$ cat src/rtl/dmac_seq_ctrl_if.sv
// Job/result handshake and MAC control bundle for the bitstream MAC sequencer.
// The master side is the sequencer; the slave side is the job source, MAC and result sink.
interface dmac_seq_ctrl_if #(
    parameter int LEN_W = 8
);
    logic                    start_valid;
    logic                    start_ready;
    logic [3:0]              len_log2;
    logic                    loadA;
    logic                    loadB;
    logic                    mac_en;
    logic                    iC;
    logic                    res_valid;
    logic                    res_ready;
    logic [LEN_W:0]          res_ones;
    logic signed [LEN_W+1:0] res_bi;
    logic                    busy;

    modport master (
        input  start_valid, len_log2, iC, res_ready,
        output start_ready, loadA, loadB, mac_en, res_valid, res_ones, res_bi, busy
    );

    modport slave (
        output start_valid, len_log2, iC, res_ready,
        input  start_ready, loadA, loadB, mac_en, res_valid, res_ones, res_bi, busy
    );
endinterface

$ cat src/rtl/dmac_seq_ctrl.sv
// Sequencer for a stochastic bitstream MAC: loads operands, runs the stream for
// PIPE+L cycles, counts ones in the last L output bits and presents the bipolar result.
module dmac_seq_ctrl #(
    parameter int LEN_W = 8,
    parameter int PIPE  = 1
) (
    input  logic             clk,
    input  logic             rst_n,
    dmac_seq_ctrl_if.master  bus
);
    localparam int          L_MAX   = 1 << LEN_W;
    localparam int          CNT_W   = $clog2(PIPE + L_MAX + 1);
    localparam logic [3:0]  LEN_CAP = 4'(LEN_W);

    typedef enum logic [1:0] {IDLE, LOAD, RUN, DONE} state_t;

    state_t                  state_reg;
    logic                    run_en_reg;
    logic [3:0]              len_reg;
    logic [CNT_W-1:0]        cnt_reg;
    logic [LEN_W:0]          ones_reg;
    logic signed [LEN_W+1:0] bi_reg;
    logic                    start_ready_reg;
    logic                    busy_reg;
    logic                    load_reg;
    logic                    mac_en_reg;
    logic                    res_valid_reg;

    logic [3:0]              len_clamped;
    logic [LEN_W:0]          l_val;
    logic [CNT_W-1:0]        last_cnt;
    logic                    sample;
    logic [LEN_W:0]          ones_next;
    logic signed [LEN_W+2:0] bi_wide;
    logic                    accept;

    assign len_clamped = (bus.len_log2 > LEN_CAP) ? LEN_CAP : bus.len_log2;

    // L = 2^len_reg as a one-hot word; len_reg never exceeds LEN_W after clamping.
    generate
        for (genvar gi = 0; gi <= LEN_W; gi++) begin : g_len_decode
            assign l_val[gi] = (len_reg == 4'(gi));
        end
    endgenerate

    assign last_cnt  = CNT_W'(PIPE) + CNT_W'(l_val) - CNT_W'(1);
    assign sample    = (state_reg == RUN) && (cnt_reg >= CNT_W'(PIPE));
    assign ones_next = ones_reg + {{LEN_W{1'b0}}, (sample & bus.iC)};
    assign bi_wide   = $signed({1'b0, ones_next, 1'b0}) - $signed({2'b00, l_val});

    // run_en_reg holds off job acceptance on the first edge after reset release.
    assign accept = bus.start_valid && start_ready_reg && run_en_reg;

    always_ff @(posedge clk or negedge rst_n) begin
        if (!rst_n) begin
            state_reg       <= IDLE;
            run_en_reg      <= 1'b0;
            len_reg         <= '0;
            cnt_reg         <= '0;
            ones_reg        <= '0;
            bi_reg          <= '0;
            start_ready_reg <= 1'b1;
            busy_reg        <= 1'b0;
            load_reg        <= 1'b0;
            mac_en_reg      <= 1'b0;
            res_valid_reg   <= 1'b0;
        end else begin
            run_en_reg <= 1'b1;
            case (state_reg)
                IDLE: begin
                    if (accept) begin
                        state_reg       <= LOAD;
                        len_reg         <= len_clamped;
                        cnt_reg         <= '0;
                        ones_reg        <= '0;
                        bi_reg          <= '0;
                        start_ready_reg <= 1'b0;
                        busy_reg        <= 1'b1;
                        load_reg        <= 1'b1;
                    end
                end
                LOAD: begin
                    state_reg  <= RUN;
                    cnt_reg    <= '0;
                    load_reg   <= 1'b0;
                    mac_en_reg <= 1'b1;
                end
                RUN: begin
                    cnt_reg  <= cnt_reg + CNT_W'(1);
                    ones_reg <= ones_next;
                    if (cnt_reg == last_cnt) begin
                        state_reg     <= DONE;
                        mac_en_reg    <= 1'b0;
                        res_valid_reg <= 1'b1;
                        bi_reg        <= bi_wide[LEN_W+1:0];
                    end
                end
                DONE: begin
                    if (bus.res_ready) begin
                        state_reg       <= IDLE;
                        res_valid_reg   <= 1'b0;
                        busy_reg        <= 1'b0;
                        start_ready_reg <= 1'b1;
                    end
                end
                default: begin
                    state_reg <= IDLE;
                end
            endcase
        end
    end

    assign bus.start_ready = start_ready_reg;
    assign bus.busy        = busy_reg;
    assign bus.loadA       = load_reg;
    assign bus.loadB       = load_reg;
    assign bus.mac_en      = mac_en_reg;
    assign bus.res_valid   = res_valid_reg;
    assign bus.res_ones    = ones_reg;
    assign bus.res_bi      = bi_reg;
endmodule

$ cat src/flat_wrapper.sv
// flat-port wrapper written by rule: the top's interface ports become plain ports
module dmac_seq_ctrl_flat 
#(
    parameter int LEN_W = 8,
    parameter int PIPE  = 1
)
  (clk, rst_n, bus_start_valid, bus_len_log2, bus_iC, bus_res_ready, bus_start_ready, bus_loadA, bus_loadB, bus_mac_en, bus_res_valid, bus_res_ones, bus_res_bi, bus_busy);
  dmac_seq_ctrl_if #(.LEN_W(LEN_W)) bus_i ();
  input  logic clk;
  input  logic rst_n;
  input wire logic [$bits(bus_i.start_valid)-1:0] bus_start_valid;
  input wire logic [$bits(bus_i.len_log2)-1:0] bus_len_log2;
  input wire logic [$bits(bus_i.iC)-1:0] bus_iC;
  input wire logic [$bits(bus_i.res_ready)-1:0] bus_res_ready;
  output wire logic [$bits(bus_i.start_ready)-1:0] bus_start_ready;
  output wire logic [$bits(bus_i.loadA)-1:0] bus_loadA;
  output wire logic [$bits(bus_i.loadB)-1:0] bus_loadB;
  output wire logic [$bits(bus_i.mac_en)-1:0] bus_mac_en;
  output wire logic [$bits(bus_i.res_valid)-1:0] bus_res_valid;
  output wire logic [$bits(bus_i.res_ones)-1:0] bus_res_ones;
  output wire logic [$bits(bus_i.res_bi)-1:0] bus_res_bi;
  output wire logic [$bits(bus_i.busy)-1:0] bus_busy;
  assign bus_i.start_valid = bus_start_valid;
  assign bus_i.len_log2 = bus_len_log2;
  assign bus_i.iC = bus_iC;
  assign bus_i.res_ready = bus_res_ready;
  assign bus_start_ready = bus_i.start_ready;
  assign bus_loadA = bus_i.loadA;
  assign bus_loadB = bus_i.loadB;
  assign bus_mac_en = bus_i.mac_en;
  assign bus_res_valid = bus_i.res_valid;
  assign bus_res_ones = bus_i.res_ones;
  assign bus_res_bi = bus_i.res_bi;
  assign bus_busy = bus_i.busy;
  dmac_seq_ctrl #(.LEN_W(LEN_W), .PIPE(PIPE)) u_core (.clk(clk), .rst_n(rst_n), .bus(bus_i));
endmodule
$ cat config.mk
export PLATFORM = sky130hd
export DESIGN_NAME = dmac_seq_ctrl_flat
export DESIGN_NICKNAME = d
export VERILOG_FILES = /design/src/rtl/dmac_seq_ctrl_if.sv /design/src/rtl/dmac_seq_ctrl.sv /design/src/flat_wrapper.sv
export SDC_FILE = /design/constraint.sdc
export NUM_CORES = 1
export LEC_CHECK = 0
export CAP_MARGIN = 20
export CORE_ASPECT_RATIO = 1.5
export CORE_MARGIN = 2
export CORE_UTILIZATION = 35
export CTS_CLUSTER_SIZE = 40
export DETAILED_ROUTE_END_ITERATION = 16
export GPL_TIMING_DRIVEN = 1
export SYNTH_ARGS = -nofsm -noshare
export SYNTH_HDL_FRONTEND = slang
export SYNTH_SLANG_ARGS = --single-unit
$ cat constraint.sdc
create_clock -name clk -period 3.95 [get_ports clk]
set_clock_uncertainty 0.05 [all_clocks]
set_input_delay 0.9875 -clock clk [delete_from_list [all_inputs] [get_ports clk]]
set_output_delay 0.9875 -clock clk [all_outputs]
set_load 0.03 [all_outputs]
==> impl_metrics.tcl, run 1 <==
set metrics [dict create \
    yosysMostFrequentCell "dfrtp_1" \
    fin_util_pct 43.7 \
    antenna_cells 0 \
    die_w_um 76.2 \
    worst-path-buf-inv 1 \
    cp_max_fo 5 \
    insertion_delay_ns 0.29 \
    grt_start_max_net_pins 41 \
    synth_cell_type_count 56 \
    relSlewSlack_pct 39.5 \
    worst_path_most_repeated_cell "ha_1" \
    rrSetupSlack_ns 0.71 \
    arrival_ns 3.75 \
    start_util_pct 36.0 \
    post-route-period-util_pct 91.9 \
    drc 0 \
    numCtsBuffers 5 \
    timing.final.ws_setup_ns 0.318 \
    ys_warn_count 0 \
    dp_slack_ns -0.00377 \
    synthCells 305 \
    grt_pass1_vias 2115 \
    cts.clk_slew.worst_paths_ns 0.05 \
    wire_per_inst_um 13.8 \
    place_congestion 0.795 \
    r2r_start "u_core.cnt_reg[1]" \
    rsz0062_at_grt "false" \
    clk_path_buf_depth 2 \
    hp-class "reg -> reg" \
    cap_violations 0 \
    synthTopCellsByArea "dfrtp_1 36%, ha_1 8.2%, o21ai_0 5.1%" \
    crit_family "adder cells" \
    slowest_delay_ns 0.49 \
    drt_wl_total_mm 6.00 \
    synth_edf_count 0 \
    largest_register_ffs 10 \
    fin_cells 435 \
    async_flop_share_pct 100 \
    endpoint_kind "flop" \
    gr-usage-all-layers_pct 14.7 \
    synth_top_area_share_pct 35.6 \
    die_h_um 112 \
    crit_slowest_cell "clkdlybuf4s50_1" \
    hold_viol_final 0 \
    cts_root_buf "clkbuf_16" \
    synth.cell_area_um2 2740 \
    num_io_pins 34 \
    finalSetupViolations 0 \
    core-area_um2 7610 \
    ant_nets 0 \
    layout_min_cycle_time_ns 3.63 \
    cts_sinks 40 \
    avgSynthCellArea_um2 8.98 \
    ys.flop_type "dfrtp_1" \
    hpwl_mm 4.37 \
    fin_nets 360 \
    crit_path_start_kind "input pin" \
    drt_iter0_drc 140 \
    vias 2260 \
    fillers 776 \
    die_area_um2 8560 \
    io_buffer_count 33 \
    cellPowerDensity_nw_per_um2 758 \
    drv_slew 0 \
    hold_start "u_core.bus.res_bi[2]" \
    area_growth_pct 21.4 \
    yosysSeqAreaShare_pct 36.6 \
    power_leakage_uw 0.00141 \
    path_class "in -> reg" \
    first_pass_iters 4 \
    dpl.cell_count 427 \
    antenna_found_initial 0 \
    ir_drop_mv 0.398 \
    required_ns 4.07 \
    rows 39 \
    htree_num_levels 2 \
    tightest_slew_ns 0.907 \
    synth_top_area_cell "dfrtp_1" \
    startpoint "bus_iC" \
    via_per_inst 5.20 \
    status "finished clean" \
    grt_first_pass_wirelength_mm 10.1 \
    cts_hold_buffers 0 \
    synth_common_cells "39 x dfrtp_1, 36 x nand2_1, 28 x o21ai_0" \
    crit_chain "clkdlybuf4s50_1 > nand2_1 > a31oi_1 > ha_1 > ha_1 > xor2_1 > ha_1 > o21ai_0 > a21oi_1 > o21ai_1 > nor3b_1 > nor3_1 > mux2_4" \
    synth_nets 333 \
    fmax_ghz 0.275 \
    drive_gt1_share_pct 8.41 \
    ys_seq_elements 40 \
    tritoncts "yes" \
    gr-total-overflow 0 \
]
==> routing by layer <==
metal  part of all wire, %  track usage (%)  wire length [µm]  vias up
met5                     0                0                 0        -
met3                   2.9             3.05               176        6
met1                    44             17.5              2640     1084
met4                   1.9             5.82               111        0
met2                    51             26.0              3060       38
li1                      -                -                 -     1132
==> per-stage QoR <==
step                      cell area (µm²)  setup TNS, ns  hold slack, ns  total power [µW]
after floorplan                      2740              0           0.500              1690
after global routing                 3320              0           0.490              2730
after CTS                            3320              0           0.469              2550
after detailed placement             3140       -0.00377           0.449              2040
after global placement               3140              0           0.451              2030
final                                3320              0           0.460              2520
==> area by class of cell <==
| class | instances | area (µm²) | area share (%) |
|---|---|---|---|
| Sequential cell | 40 | 1000 | 30.1 |
| Clock inverter | 1 | 30.0 | 0.903 |
| Inverter | 18 | 67.6 | 2.03 |
| Tap cell | 102 | 128 | 3.84 |
| Multi-Input combinational cell | 230 | 1590 | 47.8 |
| Clock buffer | 7 | 153 | 4.59 |
| Timing Repair Buffer | 37 | 355 | 10.7 |
==> path summary, 6_finish.rpt <==
| check | end | cells after the start |
|---|---|---|
| max in group asynchronous | u_core.bus.res_bi[0] | 1 |
| setup reg to reg | u_core.bus.res_bi[6] | 14 |
| hold / removal | u_core.bus.res_bi[2] | 1 |
| hold reg to reg | u_core.bus.res_bi[2] | 1 |
| setup / recovery | u_core.bus.res_bi[6] | 13 |
| min in group asynchronous | u_core.bus.res_ones[8] | 1 |
==> layout by cell type, fill, tap and decap left out, types with 2 or more instances in the layout <==
| cell | n |
|---|---|
| dfrtp_1 | 39 |
| nand2_1 | 36 |
| clkdlybuf4s50_1 | 32 |
| o21ai_0 | 27 |
| inv_1 | 18 |
| ha_1 | 18 |
| nor2_1 | 16 |
| nand3_1 | 15 |
| a21oi_1 | 15 |
| nor3_1 | 10 |
| xor2_1 | 8 |
| nand2b_1 | 7 |
| xnor2_1 | 6 |
| mux2i_1 | 6 |
| nor2b_1 | 5 |
| a32o_1 | 5 |
| clkbuf_16 | 5 |
| and3_1 | 4 |
| nor4_1 | 4 |
| mux2_4 | 4 |
| buf_4 | 4 |
| nand3b_1 | 3 |
| a31oi_1 | 2 |
| nor3b_1 | 2 |
| or2_2 | 2 |
| or3_1 | 2 |
| nor4bb_1 | 2 |
| o31ai_1 | 2 |
| a211oi_1 | 2 |
| o2bb2ai_1 | 2 |
| mux2_2 | 2 |
| clkbuf_8 | 2 |
==> where the power goes <==
group / internal [µW] / switching, µW / total, µW
Sequential: 509 / 140 / 649
Combinational: 587 / 787 / 1370
Clock: 333 / 165 / 498
Total: 1430 / 1090 / 2520
==> kinds of logic (layout without fill, tap and decap cells) <==
family | Yosys count | in the layout | synth area share [%]
flops | 40 | 40 | 36.6
other cells | 1 | 1 | 0.137
simple gates | 114 | 114 | 21.7
buf+inv | 35 | 63 | 5.35
mux | 12 | 12 | 5.21
fa+ha+maj | 19 | 19 | 8.96
xor+xnor | 14 | 14 | 4.48
compound gates | 70 | 70 | 17.6
==> repair_timing <==
item | 4_1_cts | 5_1_grt
gates resized for setup | 0 | 1
setup buffers | 0 | 0
setup endpoints to repair | 0 | 1
No activity file was read; power rests on OpenSTA's default activity.
==> run 2: changes to the inputs <==
CORE_UTILIZATION = 45   (was 35)
PLACE_DENSITY = 0.67   (was unset)
==> run 2 against run 1 <==
Effect of this change: fmax is 0.84% lower; non-clock buffer count stayed put; clock power is 47% lower; die area is 21% lower; via count is 0.66% lower; first-iteration DRC count is 23% lower; cell area is 4.2% lower; final cell count is 6.9% lower; worst setup slack worse by 0.031 ns; global-route usage is 4.0 points higher; critical endpoint unchanged; largest power group unchanged; highest routed layer unchanged.
==> impl_metrics.tcl, run 2 (same netlist as run 1, synthesis figures left out) <==
set metrics [dict create \
    required_ns 4.08 \
    final_cell_mix "39 x dfrtp_1, 36 x nand2_1, 32 x clkdlybuf4s50_1" \
    endpoint_kind "flop" \
    insertion_delay_ns 0.30 \
    drv_slew 0 \
    dp_slack_ns -0.0505 \
    p_total_uw 2320 \
    drive_gt1_share_pct 7.51 \
    grt_start_max_net_pins 41 \
    ir_drop_mv 0.401 \
    layout_commonest_cell "dfrtp_1" \
    tightest_slew_ns 0.882 \
    gr-total-overflow 0 \
    final_design_area_no_fill_um2 3180 \
    path_class "in -> reg" \
    cp_max_fo 5 \
    setup_tns_ns 0 \
    fmax_ghz 0.273 \
    post-route-period-util_pct 92.7 \
    cts.clk_slew.worst_paths_ns 0.07 \
    arrival_ns 3.79 \
    wire_per_inst_um 14.6 \
    clk_path_buf_depth 2 \
    timing.final.ws_setup_ns 0.287 \
    cts_hold_buffers 0 \
    hp-class "reg -> reg" \
    antenna_found_initial 0 \
    start_util_pct 47.0 \
    num_io_pins 34 \
    die_h_um 99.5 \
    io_buffer_count 33 \
    fin_nets 360 \
    die_w_um 67.7 \
    cts_root_buf "clkbuf_8" \
    dpl.cell_count 397 \
    grt_pass1_vias 2071 \
    ant_nets 0 \
    via_per_inst 5.54 \
    htree_num_levels 2 \
    die_area_um2 6740 \
    rsz0062_at_grt "false" \
    place_congestion 0.920 \
    crit_path_start_kind "input pin" \
    cap_violations 0 \
    antenna_cells 0 \
    hold_viol_final 0 \
    largest_register_ffs 10 \
    drt_iter0_drc 108 \
    cellPowerDensity_nw_per_um2 728 \
    layout_min_cycle_time_ns 3.66 \
    power_leakage_uw 0.00136 \
    status "finished clean" \
    rows 34 \
    gr-usage-all-layers_pct 18.7 \
    area_growth_pct 16.3 \
    relSlewSlack_pct 41.2 \
    tritoncts "yes" \
    drc 0 \
    vias 2245 \
    post_dp_cell_area_um2 3100 \
    numCtsBuffers 5 \
    hpwl_mm 4.29 \
    fin_cells 405 \
    grt_first_pass_wirelength_mm 9.78 \
    fillers 524 \
    first_pass_iters 5 \
    cts_sinks 40 \
    drt_wl_total_mm 5.91 \
    core-area_um2 5830 \
    finalSetupViolations 0 \
]
## run 2: cell types whose count changed in the layout (fill, tap and decap cells not counted), sizes merged
cell	change
clkbuf	+1
bufinv	-1
## run 2: final cells by class
cell class              count  area [µm²]  share of cell area (%)
repair buffers             37         355                    11.2
flip-flops and latches     40        1000                    31.5
multi-input cells         230        1590                    49.9
well taps                  72        90.1                    2.83
clock buffers               8        80.1                    2.51
inverters                  18        67.6                    2.12
## run 2: per-stage QoR
step	hold WS, ns	utilization (%)
5_1_grt	0.475	54.6
4_1_cts	0.471	54.6
6_report	0.462	54.6
3_3_place_gp	0.441	53.3
3_5_place_dp	0.454	53.3
2_1_floorplan	0.500	-
## run 2: critical path, cell delays in order
cell and delay [ns]:
clkdlybuf4s50_1 0.47, nand2_1 0.05, a31oi_1 0.25, ha_1 0.26, ha_1 0.25, xor2_1 0.17
ha_1 0.29, o21ai_1 0.20, a21oi_1 0.07, o21ai_0 0.21, nor3b_1 0.23, nor3_1 0.07
mux2_4 0.27
## run 2: routing by layer
layer | vias up | GRT usage, % | wire [µm]
met5 | - | 0 | 0
met3 | 13 | 3.28 | 270
met4 | 0 | 7.22 | 129
met1 | 1049 | 24.0 | 2630
met2 | 48 | 30.8 | 2890
li1 | 1135 | - | -
## run 2: final timing paths
check / slack (ns) / end / depth (start not counted) / start
min in group asynchronous: 0.76 / u_core.cnt_reg[5] / 1 / rst_n
hold / removal: 0.46 / u_core.bus.res_bi[1] / 1 / u_core.bus.res_bi[1]
max in group asynchronous: 2.53 / u_core.cnt_reg[0] / 1 / rst_n
hold reg to reg: 0.46 / u_core.bus.res_bi[1] / 1 / u_core.bus.res_bi[1]
setup reg to reg: 0.68 / u_core.bus.res_bi[6] / 13 / u_core.cnt_reg[0]
setup / recovery: 0.29 / u_core.bus.res_bi[6] / 13 / bus_iC
## run 2: power by group
part | internal (µW) | leakage (µW) | switching [µW] | total [µW]
combinational | 601 | 0.000794 | 809 | 1410
clock | 126 | 0.0000395 | 138 | 263
sequential | 508 | 0.000529 | 137 | 645
total | 1240 | 0.00136 | 1080 | 2320
## run 2: timing repair
item	CTS	global route
gates resized for setup	0	1
buffers inserted	0	0
setup endpoints to repair	0	1
